[config.mk]
export PLATFORM = sky130hd
export DESIGN_NAME = gpio_pin_conditioner
export DESIGN_NICKNAME = d
export VERILOG_FILES = /design/src/rtl/gpio_pin_conditioner.sv
export SDC_FILE = /design/constraint.sdc
export NUM_CORES = 1
export LEC_CHECK = 0
export CORE_ASPECT_RATIO = 0.9
export CORE_MARGIN = 4
export CORE_UTILIZATION = 35
export CTS_CLUSTER_DIAMETER = 150
export CTS_CLUSTER_SIZE = 25
export DETAILED_ROUTE_END_ITERATION = 6
export HOLD_SLACK_MARGIN = 0.08
export PLACE_DENSITY = 0.74
export SLEW_MARGIN = 10
export SYNTH_ARGS = -nofsm -noshare
export SYNTH_HDL_FRONTEND = slang
export SYNTH_SLANG_ARGS = --single-unit
[constraint.sdc]
create_clock -name clk -period 0.95 [get_ports clk]
set_input_delay 0.095 -clock clk [delete_from_list [all_inputs] [get_ports clk]]
set_output_delay 0.095 -clock clk [all_outputs]
set_load 0.05 [all_outputs]
[src/rtl/gpio_pin_conditioner.sv]
// rtl/gpio_pin_conditioner.sv - GPIO pad drive, input sync/debounce, edge events and irq (option: GPIO_DEBOUNCE_EN)
module gpio_pin_conditioner #(
    parameter int HEADER_WIDTH    = 16,
    parameter int DEBOUNCE_CYCLES = 4,
    parameter int EDGE_MODE       = 0
) (
    input  logic                    clk,
    input  logic                    rst,
    input  logic [HEADER_WIDTH-1:0] gpio_dir,
    input  logic [HEADER_WIDTH-1:0] gpio_out,
    output logic [HEADER_WIDTH-1:0] gpio_in,
    input  logic [HEADER_WIDTH-1:0] pad_i,
    output logic [HEADER_WIDTH-1:0] pad_o,
    output logic [HEADER_WIDTH-1:0] pad_oe,
    input  logic [HEADER_WIDTH-1:0] irq_mask,
    input  logic [HEADER_WIDTH-1:0] event_clr,
    output logic [HEADER_WIDTH-1:0] event_status,
    output logic                    irq
);

    if (DEBOUNCE_CYCLES < 1) begin : g_bad_debounce
        $error("DEBOUNCE_CYCLES must be at least 1");
    end

    logic [HEADER_WIDTH-1:0] s1;
    logic [HEADER_WIDTH-1:0] s2;
    logic [HEADER_WIDTH-1:0] din_next;
    logic [HEADER_WIDTH-1:0] rise;
    logic [HEADER_WIDTH-1:0] fall;
    logic [HEADER_WIDTH-1:0] ev_set;

`ifdef GPIO_DEBOUNCE_EN
    localparam int CNT_W = $clog2(DEBOUNCE_CYCLES + 1);
    localparam logic [CNT_W-1:0] CNT_LAST = CNT_W'(DEBOUNCE_CYCLES - 1);

    logic [HEADER_WIDTH-1:0][CNT_W-1:0] cnt;

    // Counter measures how long s2 has disagreed with the debounced value.
    always_ff @(posedge clk) begin
        if (rst) begin
            cnt <= '0;
        end else begin
            for (int k = 0; k < HEADER_WIDTH; k++) begin
                if (s2[k] == gpio_in[k] || cnt[k] == CNT_LAST)
                    cnt[k] <= '0;
                else
                    cnt[k] <= cnt[k] + 1'b1;
            end
        end
    end

    always_comb begin
        din_next = gpio_in;
        for (int k = 0; k < HEADER_WIDTH; k++) begin
            if (s2[k] != gpio_in[k] && cnt[k] == CNT_LAST)
                din_next[k] = s2[k];
        end
    end
`else
    always_comb begin
        din_next = s2;
    end
`endif

    always_comb begin
        rise = din_next & ~gpio_in;
        fall = ~din_next & gpio_in;
        if (EDGE_MODE == 1)
            ev_set = rise & gpio_dir;
        else if (EDGE_MODE == 2)
            ev_set = fall & gpio_dir;
        else
            ev_set = (rise | fall) & gpio_dir;
    end

    always_ff @(posedge clk) begin
        if (rst) begin
            pad_oe       <= '0;
            pad_o        <= '0;
            s1           <= '0;
            s2           <= '0;
            gpio_in      <= '0;
            event_status <= '0;
            irq          <= 1'b0;
        end else begin
            pad_oe       <= ~gpio_dir;
            pad_o        <= gpio_out;
            s1           <= pad_i;
            s2           <= s1;
            gpio_in      <= din_next;
            // A new event outranks a clear arriving on the same edge.
            event_status <= (event_status & ~event_clr) | ev_set;
            irq          <= |(event_status & irq_mask);
        end
    end

endmodule

Word level (Yosys, flattened, before mapping)
Index checks and enable logic that the tools add are counted.

$lt $le $gt $ge: 0. $add $sub $neg: 0. Divide/modulo/power cells: 0. Bitwise logic cells: 11. Mux-type cells: 0. Shift operators: 0. Equal/unequal tests: 0. Multiply operators: 0. Reduce and logical (&&, ||, !) cells: 1.

Operator list (count): bitwise AND 16 bit (5); NOT 16 bit (4); bitwise OR 16 bit (2); OR reduction 16 bit (1).

Output and inout port bits: 65. Memories kept: 0. Input port bits: 82. ROM bits: 0. Bits in registers: 97. Memory bits (writable): 0. Bits in latches: 0.

Logic depth before layout (Yosys ltp)
Depth in word-level cells: 5. Mapped depth: 4. Depth with buffers taken out: 4.

Worst setup path before layout
No wires, ideal clock.

Path type: reg2reg. Start point: reg event_status[6]. End point: reg irq. Slack: -282 ps. Library setup time: 133 ps. Required time: 817 ps. Arrival time: 1099 ps. Cell stages (with the launch flop): 5. Clock period less this slack: 1232 ps. Path through: dfxtp_1 -> a22o_1 -> a221oi_2 -> and3_1 -> a31oi_1.

Cells in the longest elaborated chain, start to end: 2.

Ends and longest elaborated chain: from (decl) (RTL line 17) `output logic [HEADER_WIDTH-1:0] event_status,`; from (signal assigned) (RTL line 92) `event_status <= (event_status & ~event_clr) | ev_set;`; bitwise AND 16 bit (RTL line 93) `irq <= |(event_status & irq_mask);`; OR reduction 16 bit (RTL line 93); to (signal assigned) (RTL line 93); to (decl) (RTL line 18) `output logic irq`.

No other way between the ends. A chain may end at the register's enable or synchronous reset.

Worst setup path in the final report
Ends and elaborated chain as after synthesis.

==> results.toml <==
[floorplanning]
initial_core_util_pct = 36.02
rows = 31
fp.dieW_um = 104.3
boundaryPins = 147
core_area_um2 = 8107
die_area_um2 = 9871
die_h_um = 94.66

[drt]
viasPerCell = 4.283
drt_iter0_drc = 37
drt_pass1_iterations = 4
met2WireLength_um = 3769
drcViolationCount = 0
met3WireLength_um = 669
top_layer_used = "met4"
routedLengthMet1_um = 2876
post_drt_wl_per_cell_um = 13.75
wl_um = 7397
vias = 2304
ant_nets = 0

[logic_synthesis]
syn_nets = 343
synth_top_family_by_area = "simple AND/OR/NAND/NOR gates"
synth-adder-area-share_pct = 0
yosys_warnings = 0
synth_area_um2 = 2920
synth-seq-cells = 97
synth_compound_area_share_pct = 5.484
muxShareOfSynthArea_pct = 0
syn_inst = 261
seq_area_frac_synth_pct = 66.50
synth_cell_types = 14
synth-simple-area-share_pct = 21.47
synthXorXnorAreaFrac_pct = 4.799
avgSynthCellArea_um2 = 11.19

[layout]
antenna_cells = 0
final_cell_mix = "clkdlybuf4s50_1, nor2b_1, buf_12, dfxtp_2, dfxtp_1"
syn_to_final_growth_pct = 96.32
nets = 517
fillerInstances = 579
multiInputGateArea_um2 = 960.9
regArea_um2 = 2044
final_common_cell = "clkdlybuf4s50_1"
drive_gt1_share_pct = 40.77

[worst_setup_path]
start_kind = "flip-flop"
critical_path_required_ps = 1170
critical_path_class = "reg -> reg"
worstReg2RegStart = "event_status[6]$_SDFF_PP0_"
rr_worst_depth = 4
cp-end-kind = "flip-flop"
path_max_fanout = 2
r2r-end = "irq$_SDFF_PP0_"
r2r_setup_slack_ps = -180
cp.arrival_ps = 1350

[timing]
fmaxAchievable_mhz = 885.1
period_minus_slack_ps = 1130
worst_slew_pin_slew_ps = 342.8
period_share_pct = 118.9
worst_slack_ps = -179.8
setup_violations = 17
finalSetupTns_ps = -1286
skew_ps = 4.498
drv_slew = 0
rsz0062_at_grt = "true"
slew_headroom_pct = 77.15
hold_violations = 0

[pwr]
powerDensity_nw_per_um2 = 1495
power.leakage_nw = 2.366
peakVddDrop_v = 0.0008254

[placement]
dpl_worst_slack_ps = -424.2
gp_congestion = 0.7370
hpwl_um = 5697
port_buffers = 146

[grt]
grt.total_usage_pct = 15.09
antenna_found_initial = 0
grt_pass1_wl_um = 11700
grt_pass1_vias = 2440
grt-ovfl-total = 0
grt_max_degree = 57

[clock_tree]
htree_levels = 3
cts_hold_buf = 0
clockBufferDepth = 2
root_buffer = "clkbuf_8"
cts_inserted_buffers = 9
cts_tree = "done"
cts.sinks = 97
clk_pin_slew_worst_paths_ps = 90
worstSkewPairLatency_ps = 340

[min_path]
worstHoldStart = "rst"
hold_class = "in -> reg"
hold_depth = 3
hold_end = "pad_o[1]$_SDFF_PP0_"

[flow_run]
maxCapViolations = 0

[run_status]
violations = "setup timing"
outcome = "finished with violations"
## critical path, stage by stage, from the launching register on
cell      delay (ps)
dfxtp_4          350
a22o_1           220
a221oi_2         170
and3_1           200
a31oi_1           70
## how the worst max path moves through the flow
stage	startpoint	slack, ps	end
2_1_floorplan	event_status[6]$_SDFF_PP0_	-150	irq$_SDFF_PP0_
3_3_place_gp	irq_mask[6]	-430	irq$_SDFF_PP0_
3_5_place_dp	irq_mask[6]	-420	irq$_SDFF_PP0_
4_1_cts	event_status[6]$_SDFF_PP0_	-220	irq$_SDFF_PP0_
5_1_grt	event_status[6]$_SDFF_PP0_	-270	irq$_SDFF_PP0_
6_report	event_status[6]$_SDFF_PP0_	-180	irq$_SDFF_PP0_
## layout make-up
cell class	instances	share of cell area [%]
Tap cell	99	2.161
Sequential cell	97	35.66
Multi-Input combinational cell	154	16.76
Clock inverter	3	0.3928
Clock buffer	12	3.077
Timing Repair Buffer	173	41.95
## power by group
group          leakage [nW]  switching, mW  internal, mW
combinational          1.45          0.699         0.932
sequential            0.826          0.127          4.25
clock                0.0919           1.32          1.24
## registers in the layout, summed over array words and instances (netlist names)
name and flops:
event_status 16, din_next 16, pad_o 16, pad_oe 16
irq 1, s1 16, gpio_in 16
## per-layer routing
metal | up-vias | global-route usage (%)
li1 | 1162 | -
met1 | 1039 | 15.81
met2 | 96 | 26.88
met3 | 7 | 6.494
met4 | 0 | 6.091
met5 | - | 0
## synth_stat cells
master	n	area (um2)
clkbuf_1	1	3.750
a22o_1	3	26.28
buf_4	1	7.510
a22oi_1	2	15.01
a221oi_1	2	17.52
nor2b_1	80	500.5
xor2_1	16	140.1
and3_1	1	6.260
nor2_1	32	120.1
a31oi_1	1	6.260
a21oi_1	16	80.08
dfxtp_1	97	1942
buf_2	8	40.04
a221oi_2	1	15.01
## metrics by stage
stage | utilization [%] | power [mW] | instance area (um2) | hold slack (ps) | instances
floorplan | - | 5.064 | 2965 | 167.4 | 261
global placement | 65.29 | 6.038 | 5293 | 416.5 | 512
detailed placement | 65.29 | 6.067 | 5293 | 422.0 | 512
CTS | 69.98 | 8.697 | 5673 | 133.4 | 538
global route | 70.72 | 8.953 | 5733 | 150.4 | 538
finish | 70.72 | 8.571 | 5733 | 156.9 | 538
## repair_timing
item,in CTS,in global routing
buffers inserted,11,0
resized for setup,49,15
setup endpoints to repair,66,74
pin swaps,1,9
gates cloned,0,0
hold endpoints to repair,0,0
## logic make-up (layout without fill, tap and decap cells)
logic type | after synthesis | in the layout
and+or+nand+nor | 113 | 113
DFF | 97 | 97
buffers and inverters | 10 | 188
xor gates and xnor gates | 16 | 16
AOI/OAI and AO/OA | 25 | 25
(Power assumes the default switching activity.)
